$ cat src/rtl/fir_mac_engine.sv
// Streaming FIR multiply-accumulate engine: consumes paired sample/coefficient words,
// emits one shifted, saturated 32-bit result per len taps, nb_iter results per job.
module fir_mac_engine #(
  parameter int unsigned DATA_W = 16,
  parameter int unsigned ACC_W  = 40,
  parameter int unsigned CNT_W  = 12
) (
  input  logic              clk_i,
  input  logic              rst_i,
  input  logic              clear_i,
  input  logic              start_i,
  input  logic [CNT_W-1:0]  len_i,
  input  logic [CNT_W-1:0]  nb_iter_i,
  input  logic [4:0]        shift_i,
  input  logic              simple_mul_i,
  input  logic              x_valid_i,
  output logic              x_ready_o,
  input  logic [DATA_W-1:0] x_data_i,
  input  logic              h_valid_i,
  output logic              h_ready_o,
  input  logic [DATA_W-1:0] h_data_i,
  output logic              y_valid_o,
  input  logic              y_ready_i,
  output logic [31:0]       y_data_o,
  output logic              busy_o,
  output logic              done_o
);

  typedef enum logic [1:0] {StIdle, StAccum, StOutput, StDone} state_e;

  localparam logic signed [ACC_W-1:0] SatMax = {{(ACC_W-31){1'b0}}, {31{1'b1}}};
  localparam logic signed [ACC_W-1:0] SatMin = {{(ACC_W-31){1'b1}}, {31{1'b0}}};

  state_e                    state_q;
  logic [CNT_W-1:0]          len_q, nb_iter_q, tap_q, iter_q;
  logic [4:0]                shift_q;
  logic                      simple_q;
  logic signed [ACC_W-1:0]   acc_q;
  logic                      y_valid_q, busy_q, done_q;
  logic [31:0]               y_data_q;

  logic                      in_accum, fire, last_tap, more_iter;
  logic signed [2*DATA_W-1:0] prod;
  logic signed [ACC_W-1:0]   prod_ext, acc_sum, acc_shr;
  logic [CNT_W-1:0]          eff_len, tap_inc, iter_inc;
  logic [31:0]               sat_res;

  // A clear cycle must not consume a word, so readiness is withheld while clear_i is high.
  assign in_accum  = (state_q == StAccum) && !clear_i;
  assign x_ready_o = in_accum & h_valid_i;
  assign h_ready_o = in_accum & x_valid_i;
  assign fire      = in_accum & x_valid_i & h_valid_i;

  assign y_valid_o = y_valid_q;
  assign y_data_o  = y_data_q;
  assign busy_o    = busy_q;
  assign done_o    = done_q;

  always_comb begin
    prod      = $signed(x_data_i) * $signed(h_data_i);
    prod_ext  = {{(ACC_W-2*DATA_W){prod[2*DATA_W-1]}}, prod};
    acc_sum   = acc_q + prod_ext;
    // Arithmetic shift sign-fills, so large shifts settle at 0 or -1.
    acc_shr   = acc_sum >>> shift_q;
    if (acc_shr > SatMax) begin
      sat_res = 32'h7fff_ffff;
    end else if (acc_shr < SatMin) begin
      sat_res = 32'h8000_0000;
    end else begin
      sat_res = acc_shr[31:0];
    end
    eff_len   = (simple_q || (len_q == '0)) ? CNT_W'(1) : len_q;
    tap_inc   = tap_q + CNT_W'(1);
    iter_inc  = iter_q + CNT_W'(1);
    last_tap  = (tap_inc == eff_len);
    more_iter = (iter_inc < nb_iter_q);
  end

  always_ff @(posedge clk_i or posedge rst_i) begin
    if (rst_i) begin
      state_q   <= StIdle;
      len_q     <= '0;
      nb_iter_q <= '0;
      shift_q   <= '0;
      simple_q  <= 1'b0;
      acc_q     <= '0;
      tap_q     <= '0;
      iter_q    <= '0;
      y_valid_q <= 1'b0;
      y_data_q  <= '0;
      busy_q    <= 1'b0;
      done_q    <= 1'b0;
    end else if (clear_i) begin
      state_q   <= StIdle;
      len_q     <= '0;
      nb_iter_q <= '0;
      shift_q   <= '0;
      simple_q  <= 1'b0;
      acc_q     <= '0;
      tap_q     <= '0;
      iter_q    <= '0;
      y_valid_q <= 1'b0;
      y_data_q  <= '0;
      busy_q    <= 1'b0;
      done_q    <= 1'b0;
    end else begin
      case (state_q)
        StIdle: begin
          if (start_i) begin
            len_q     <= len_i;
            nb_iter_q <= nb_iter_i;
            shift_q   <= shift_i;
            simple_q  <= simple_mul_i;
            acc_q     <= '0;
            tap_q     <= '0;
            iter_q    <= '0;
            busy_q    <= 1'b1;
            if (nb_iter_i == '0) begin
              state_q <= StDone;
              done_q  <= 1'b1;
            end else begin
              state_q <= StAccum;
            end
          end
        end
        StAccum: begin
          if (fire) begin
            acc_q <= acc_sum;
            tap_q <= tap_inc;
            if (last_tap) begin
              y_data_q  <= sat_res;
              y_valid_q <= 1'b1;
              state_q   <= StOutput;
            end
          end
        end
        StOutput: begin
          if (y_ready_i) begin
            y_valid_q <= 1'b0;
            iter_q    <= iter_inc;
            acc_q     <= '0;
            tap_q     <= '0;
            if (more_iter) begin
              state_q <= StAccum;
            end else begin
              state_q <= StDone;
              done_q  <= 1'b1;
            end
          end
        end
        StDone: begin
          done_q  <= 1'b0;
          busy_q  <= 1'b0;
          state_q <= StIdle;
        end
        default: state_q <= StIdle;
      endcase
    end
  end

endmodule

$ cat config.mk
export PLATFORM = sky130hd
export DESIGN_NAME = fir_mac_engine
export DESIGN_NICKNAME = d
export VERILOG_FILES = /design/src/rtl/fir_mac_engine.sv
export SDC_FILE = /design/constraint.sdc
export NUM_CORES = 1
export LEC_CHECK = 0
export CORE_MARGIN = 2
export CORE_UTILIZATION = 40
export CTS_CLUSTER_SIZE = 8
export DETAILED_ROUTE_END_ITERATION = 6
export PLACE_DENSITY = 0.62
export SYNTH_ARGS = -nofsm -noshare
export SYNTH_HDL_FRONTEND = slang
export SYNTH_SLANG_ARGS = --single-unit
$ cat constraint.sdc
create_clock -name clk_i -period 9.12 [get_ports clk_i]
set_input_delay 1.824 -clock clk_i [delete_from_list [all_inputs] [get_ports clk_i]]
set_output_delay 1.824 -clock clk_i [all_outputs]
set_load 0.005 [all_outputs]
==> flow_summary.toml, run 1 <==
[status]
status = "finished, final reports clean"

[clock_network]
cts_hold_buf = 0
cts_max_path_buffers = 2
cts-root-buf = "clkbuf_16"
cts.sinks = 131
cts_tree = "done"
numCtsBuffers = 17
clock_latency_ns = 0.44
clkTransAtPathRegs_ns = 0.07
htreeDepth = 4

[yosys]
syn-num-nets = 2955
synth.cells.most_frequent = "inv_1, fa_1, nand2_1"
synth_top_flop_cell = "dfrtp_1"
ys_seq_elements = 131
yosysWarnings = 0
synth_top_area_share_pct = 30.4
synth-edff-count = 0
syn_area_per_cell_sq_um = 8.97
async_flop_share_pct = 100
synth.area.top_cells = "fa_1, dfrtp_1, ha_1"
yosysTopAreaCell = "fa_1"
ys_seq_area_share_pct = 15.1
syn_inst = 2424
yosysMostFrequentCell = "inv_1"
netlist_area_sq_um = 21800
synth.distinct_cells = 90

[final_layout]
diodes = 0
nets = 3369
area_delta_synth_final_pct = 29.4
drive_above_1_share_pct = 24.1
design_area_sq_um = 28200

[sta]
rsz0062_at_grt = "yes"
setup_viol = 0
fin_ws_ns = 0.0722
period_minus_slack_ns = 9.05
tightest_slew_ns = 1.09
fmax_ghz = 0.111
finalClockSkew_ns = 0.0154
slew_headroom_pct = 27.2
hold_viol_final = 0
period_share_pct = 99.2
slew_viol_final = 0

[detailed_routing]
viasPerCell = 5.32
wl_per_cell_um = 17.9
wirelength_mm = 63.5
drt_iter0_drc = 1169
wl_met2_mm = 33.1
drtPass1Iterations = 5
routedLengthMet1_mm = 26.1
wl_met3_mm = 2.60
drt.antenna.violating_nets = 0
num_vias = 18900
drc_errors = 0
maxUsedRoutingLayer = "met4"

[die]
dieArea_sq_um = 56300
die_y_um = 237
rows = 85
core_area_sq_um = 53800
num_io_pins = 106
die_x_um = 237
start_util_pct = 40.4

[place]
port_buffers = 105
hpwl_mm = 49.2
dp_slack_ns = -0.913
place_congestion = 0.890
placed_area_sq_um = 25800

[worst_setup_path]
worstPathRequired_ns = 9.48
cp_slowest_cell = "fa_1"
cpPeakStageDelay_ns = 0.60
worst-path-max-fanout = 8
crit_path_end_kind = "flop"
arrival_ns = 9.41
crit_top_cell = "buf_4"
start_kind = "input port"
worstSetupPathType = "in2reg"

[grt]
grt_pass1_vias = 20200
overflow = 0
grt_util_all_layers_pct = 23.0
antenna_found_initial = 0
grt_max_degree = 64
grt_pass1_wl_mm = 104

[min_path]
hp-class = "reg2reg"

[job]
cap_violations = 0
registers in the layout, summed over array words and instances (netlist names):
register   count
acc_q         40
busy_o         1
done_o         1
iter_q        12
len_q         12
nb_iter_q     12
shift_q        5
simple_q       1
state_q        2
tap_q         12
y_data_o      32
y_valid_o      1
worst paths after layout:
path	end	slack (ns)	depth (start not counted)	start
min in group asynchronous	shift_q[2]	1.76	2	rst_i
worst min register to register	acc_q[2]	0.49	2	acc_q[2]
worst max register to register	y_data_o[27]	2.22	23	acc_q[10]
worst max-delay path	y_data_o[19]	0.07	31	x_data_i[15]
max in group asynchronous	acc_q[19]	6.33	3	rst_i
worst min-delay path	acc_q[2]	0.49	2	acc_q[2]
cell families after synthesis:
group	count (synthesis)	synth area share, %
AOI/OAI and AO/OA	442	14.1
xor gates and xnor gates	74	2.98
adders and majority gates	462	38.0
buffers and inverters	556	9.78
DFF	131	15.1
muxes	82	5.60
and+or+nand+nor	677	14.5
layout by cell type (no fill, tap or decap), types with 20 or more instances in the layout:
master / count
a21o_1: 20
a21oi_1: 100
and2_1: 117
buf_4: 349
buf_6: 32
clkbuf_16: 21
clkdlybuf4s50_1: 74
dfrtp_1: 129
fa_1: 309
fa_2: 21
ha_1: 109
ha_4: 23
inv_1: 405
inv_2: 24
mux2i_1: 32
mux4_2: 29
nand2_1: 309
nand3_1: 27
nor2_1: 93
nor3_1: 25
o21ai_0: 80
xnor2_1: 40
xor2_1: 33
area by class of cell:
| class | count | area (sq um) |
|---|---|---|
| fill | 4919 | 25700 |
| multi-input combinational | 1737 | 17200 |
| timing repair buffer | 514 | 4560 |
| sequential | 131 | 3280 |
| inverter | 437 | 1660 |
| tap | 696 | 871 |
| clock buffer | 18 | 429 |
| clock inverter | 14 | 190 |
through the flow:
| stage | setup TNS, ns | util [%] | hold WS, ns | std cells |
|---|---|---|---|---|
| after floorplan | 0 | - | 0.455 | 2424 |
| after global placement | -20.74 | 48.0 | 0.471 | 3426 |
| after detailed placement | -24.47 | 48.0 | 0.483 | 3426 |
| after CTS | 0 | 50.9 | 0.495 | 3506 |
| after global routing | -2.71 | 52.3 | 0.516 | 3547 |
| final | 0 | 52.3 | 0.490 | 3547 |
worst max-delay path: cells and delay by family:
family / cells / cell delay [ns]
fa+ha+maj: 7 / 3.26
compound gates: 10 / 2.38
buf+inv: 12 / 1.52
mux: 1 / 0.27
simple gates: 1 / 0.14
routing by layer:
layer | up-vias | global-route usage [%]
met5 | - | 0
met4 | 0 | 5.85
met3 | 115 | 2.88
met2 | 441 | 42.0
met1 | 9577 | 28.6
li1 | 8725 | -
timing repair:
action,in CTS,in global routing
endpoints found under the setup margin,31,31
gates cloned,11,4
gates resized for setup,148,150
setup buffers,37,37
pin swaps,82,85
Power of run 1 is left out: the tool's default activity adds up to more than one toggle a clock period on the data nets, which glitch-free logic cannot reach.
==> inputs of run 2 (changes only) <==
- CELL_PAD_IN_SITES_DETAIL_PLACEMENT: not set -> 0
- CELL_PAD_IN_SITES_GLOBAL_PLACEMENT: not set -> 2
- PLACE_DENSITY: 0.62 -> 0.88
==> run 2 against run 1 <==
  * Fmax decreased by 0.68%
  * Via count about the same
  * Flip-flop and latch count unchanged
  * Core utilization increased by 0.31 points
  * Global-route usage increased by 0.13 points
  * Critical path type unchanged
==> flow_summary.toml, run 2 (same netlist as run 1, synthesis figures left out) <==
[final_layout]
largest_register_ffs = 40
nFillCells = 4876
nets = 3375
drive_above_1_share_pct = 24.6
area_delta_synth_final_pct = 30.2
largest-register = "acc_q"
final_common_cell = "inv_1"
diodes = 0
most-common-layout-cells = "inv_1, buf_4, fa_1"

[detailed_routing]
drt.antenna.violating_nets = 0
wl_per_cell_um = 17.8
drc_errors = 0
wirelength_mm = 63.3
drt_iter0_drc = 1045
viasPerCell = 5.31
drtPass1Iterations = 5
num_vias = 18900

[worst_setup_path]
critPathTopFamily = "adder cells"
cpPeakStageDelay_ns = 0.59
crit_path_end_kind = "flop"
worstSetupPathType = "in2reg"
path_buf_inv = 10
worstPathRequired_ns = 9.41
crit_top_cell = "fa_1"
cp_slowest_cell = "fa_1"
worst-path-max-fanout = 8
start_kind = "input port"
arrival_ns = 9.40

[grt]
grt_max_degree = 78
grt_util_all_layers_pct = 23.1
grt_pass1_vias = 20300
antenna_found_initial = 2
overflow = 0
grt_pass1_wl_mm = 104

[clock_network]
clock_latency_ns = 0.44
cts_hold_buf = 0
htreeDepth = 4
cts_tree = "done"
cts_max_path_buffers = 2
cts-root-buf = "clkbuf_16"
cts.sinks = 131
numCtsBuffers = 17
clkTransAtPathRegs_ns = 0.06

[sta]
slew_viol_final = 0
slew_headroom_pct = 29.0
finalClockSkew_ns = 0.0194
period_minus_slack_ns = 9.11
rsz0062_at_grt = "yes"
hold_viol_final = 0
fmax_ghz = 0.110
period_share_pct = 99.9
fin_hold_ws_ns = 0.491
tightest_slew_ns = 1.06
setup_viol = 0

[die]
die_x_um = 237
die_y_um = 237
num_io_pins = 106
start_util_pct = 40.4
core_area_sq_um = 53800
dieArea_sq_um = 56300
rows = 85

[min_path]
hp-class = "reg2reg"

[place]
hpwl_mm = 49.7
port_buffers = 105
place_congestion = 0.888

[job]
cap_violations = 0

[status]
status = "finished, final reports clean"
-- run 2: worst paths after layout --
path                              from           to  slack [ns]  cells past startpoint
setup / recovery           h_data_i[3]  y_data_o[5]        0.01                     30
hold / removal               acc_q[32]    acc_q[32]        0.49                      2
setup reg to reg             acc_q[15]  y_data_o[5]        2.27                     25
hold reg to reg              acc_q[32]    acc_q[32]        0.49                      2
max in group asynchronous        rst_i   shift_q[1]        5.96                      3
min in group asynchronous        rst_i    acc_q[28]        1.92                      2
-- run 2: routing by layer --
metal | wire (um) | vias to the layer above | global-route usage, % | share of wire (%)
met5 | 13 | - | 0 | 0.021
met4 | 1690 | 2 | 6.59 | 2.7
met3 | 2850 | 117 | 3.70 | 4.5
met2 | 32700 | 405 | 41.5 | 52
met1 | 26000 | 9614 | 28.6 | 41
li1 | - | 8715 | - | -
-- run 2: cell type report --
type | count | area, sq um | area share (%)
Inverter | 437 | 1660 | 5.84
Sequential cell | 131 | 3280 | 11.6
Tap cell | 696 | 871 | 3.07
Multi-Input combinational cell | 1737 | 17300 | 61.1
Clock buffer | 18 | 429 | 1.52
Clock inverter | 14 | 178 | 0.627
Timing Repair Buffer | 520 | 4590 | 16.2
-- run 2: worst min-delay path, stage by stage, from the launching register on --
cell and delay (ns):
dfrtp_1 0.35, nand2_1 0.05, o21ai_0 0.06
-- run 2: timing repair --
item,in CTS,in global routing
gates cloned,8,1
pin swaps,102,100
endpoints found under the setup margin,31,31
buffers inserted,43,37
resized for setup,161,161
-- run 2: stage by stage --
| stage | instances | util (%) | instance area (sq um) | setup TNS [ns] | setup WS (ns) |
|---|---|---|---|---|---|
| final | 3553 | 52.6 | 28300 | 0 | 0.00987 |
| after global routing | 3553 | 52.6 | 28300 | -5.48 | -0.238 |
| after CTS | 3519 | 51.3 | 27600 | 0 | 0.0000897 |
| after detailed placement | 3437 | 48.2 | 26000 | -23.34 | -0.824 |
| after global placement | 3437 | 48.2 | 26000 | -19.72 | -0.686 |
| after floorplan | 2424 | - | 21800 | 0 | 0.00174 |
Power of run 2 is left out for the same reason.
==> inputs of run 3 (changes only) <==
- GPL_TIMING_DRIVEN: not set -> 0
==> run 3 against run 2 <==
  * Fmax is essentially flat
  * Cell count shrank 6.6%
  * Setup slack lost 0.00054 ns
  * Hold slack gained 0.012 ns
  * Wire length grew 3.3%
  * Flip-flop and latch count is the same
  * Sequential share of layout area grew 1.0 points
  * Critical path depth shrank 1
  * Cell area shrank 8.2%
  * Clock skew shrank 0.0016 ns
  * Critical endpoint is now y_data_o[11]
  * Highest routed layer is now met4
==> flow_summary.toml, run 3 (same netlist as run 1, synthesis figures left out) <==
[status]
status = "finished, final reports clean"

[clock_network]
cts_tree = "done"
clkTransAtPathRegs_ns = 0.07
cts_max_path_buffers = 2
cts.sinks = 131
cts-root-buf = "clkbuf_16"
clock_latency_ns = 0.45
cts_hold_buf = 0
htreeDepth = 4
numCtsBuffers = 17

[final_layout]
final_common_cell = "inv_1"
nets = 3138
fin_util_pct = 48.3
nFillCells = 5200
most-common-layout-cells = "inv_1, fa_1, nand2_1"
largest-register = "acc_q"
drive_above_1_share_pct = 13.9
largest_register_ffs = 40
seq_area_sq_um = 3280
design_area_sq_um = 26000
area_delta_synth_final_pct = 19.5
multi_input_area_sq_um = 17100

[sta]
rsz0062_at_grt = "yes"
period_minus_slack_ns = 9.11
period_share_pct = 99.9
tns_ns = 0
slew_viol_final = 0
hold_viol_final = 0
tightest_slew_ns = 1.14
slew_headroom_pct = 23.8
fmax_ghz = 0.110
finalClockSkew_ns = 0.0177
setup_viol = 0
fin_ws_ns = 0.00934

[worst_setup_path]
worstPathRequired_ns = 9.48
crit_path_end_kind = "flop"
cpPeakStageDelay_ns = 0.54
worstSetupPathType = "in2reg"
crit_top_cell = "fa_1"
arrival_ns = 9.48
start_kind = "input port"
worst-path-max-fanout = 10
cp_slowest_cell = "or4_1"
r2r_setup_slack_ns = 2.10

[die]
die_y_um = 237
rows = 85
start_util_pct = 40.4
die_x_um = 237
num_io_pins = 106
core_area_sq_um = 53800
dieArea_sq_um = 56300

[place]
placed_area_sq_um = 23800
port_buffers = 104
place_congestion = 0.922
dp_slack_ns = -2.39
hpwl_mm = 54.0

[grt]
antenna_found_initial = 1
grt_pass1_vias = 19300
grt_util_all_layers_pct = 24.0
overflow = 0
grt_max_degree = 83
grt_pass1_wl_mm = 106

[detailed_routing]
viasPerCell = 5.46
drt.antenna.violating_nets = 0
drc_errors = 0
drt_iter0_drc = 1192
wirelength_mm = 65.4
num_vias = 18100
wl_per_cell_um = 19.7
drtPass1Iterations = 5

[job]
cap_violations = 0

[min_path]
hp-class = "reg2reg"
run 3: cell count changes in the layout (fill, tap and decap cells not counted), sizes merged, moves of 2 or more:
| cell | change |
|---|---|
| buf | -298 |
| bufbuf | -2 |
| bufinv | -2 |
| clkbuf | +73 |
| clkdlybuf4s15 | +2 |
| clkdlybuf4s50 | -3 |
| clkinvlp | +2 |
| dlygate4sd2 | -4 |
| dlymetal6s2s | -6 |
| inv | +2 |
run 3: area by class of cell:
cell class	count	share of cell area, %
Clock inverter	14	0.563
Sequential cell	131	12.6
Tap cell	696	3.35
Clock buffer	18	1.69
Multi-Input combinational cell	1737	65.9
Timing Repair Buffer	177	6.27
Antenna cell	1	0.00963
Inverter	437	6.37
Buffer	105	3.15
Timing Repair inverter	1	0.0289
run 3: layer usage:
layer  share of wire, %  up-vias  track usage [%]
met5                  0        -                0
met4                2.0        0             5.45
met3                4.8       75             3.36
met2                 50      450             41.4
met1                 44     9319             32.3
li1                   -     8268                -
run 3: worst paths after layout:
check / startpoint / to / depth (start not counted)
max in group asynchronous: rst_i / y_data_o[18] / 3
worst min register to register: acc_q[20] / acc_q[20] / 2
worst max register to register: acc_q[10] / y_data_o[11] / 24
worst min-delay path: acc_q[20] / acc_q[20] / 2
min in group asynchronous: rst_i / iter_q[5] / 2
worst max-delay path: h_data_i[5] / y_data_o[11] / 29
run 3: what timing repair did:
item / in CTS / in global routing
hold endpoints to repair: 0 / 0
gates resized for setup: 339 / 86
pin swaps: 34 / 18
setup buffers: 45 / 26
endpoints found under the setup margin: 33 / 31
cloned: 1 / 1
run 3: per-stage QoR:
stage | std cells | hold WS (ns)
2_1_floorplan | 2424 | 0.455
3_3_place_gp | 3224 | 0.474
3_5_place_dp | 3225 | 0.485
4_1_cts | 3292 | 0.510
5_1_grt | 3316 | 0.539
6_report | 3317 | 0.503
run 3: critical path: cells and delay by family:
family	cells	cell delay (ns)
adders and majority gates	7	3.27
and+or+nand+nor	5	1.35
buffers and inverters	9	0.99
AOI/OAI and AO/OA	7	1.69
muxes	1	0.34
Power of run 3 is left out for the same reason.
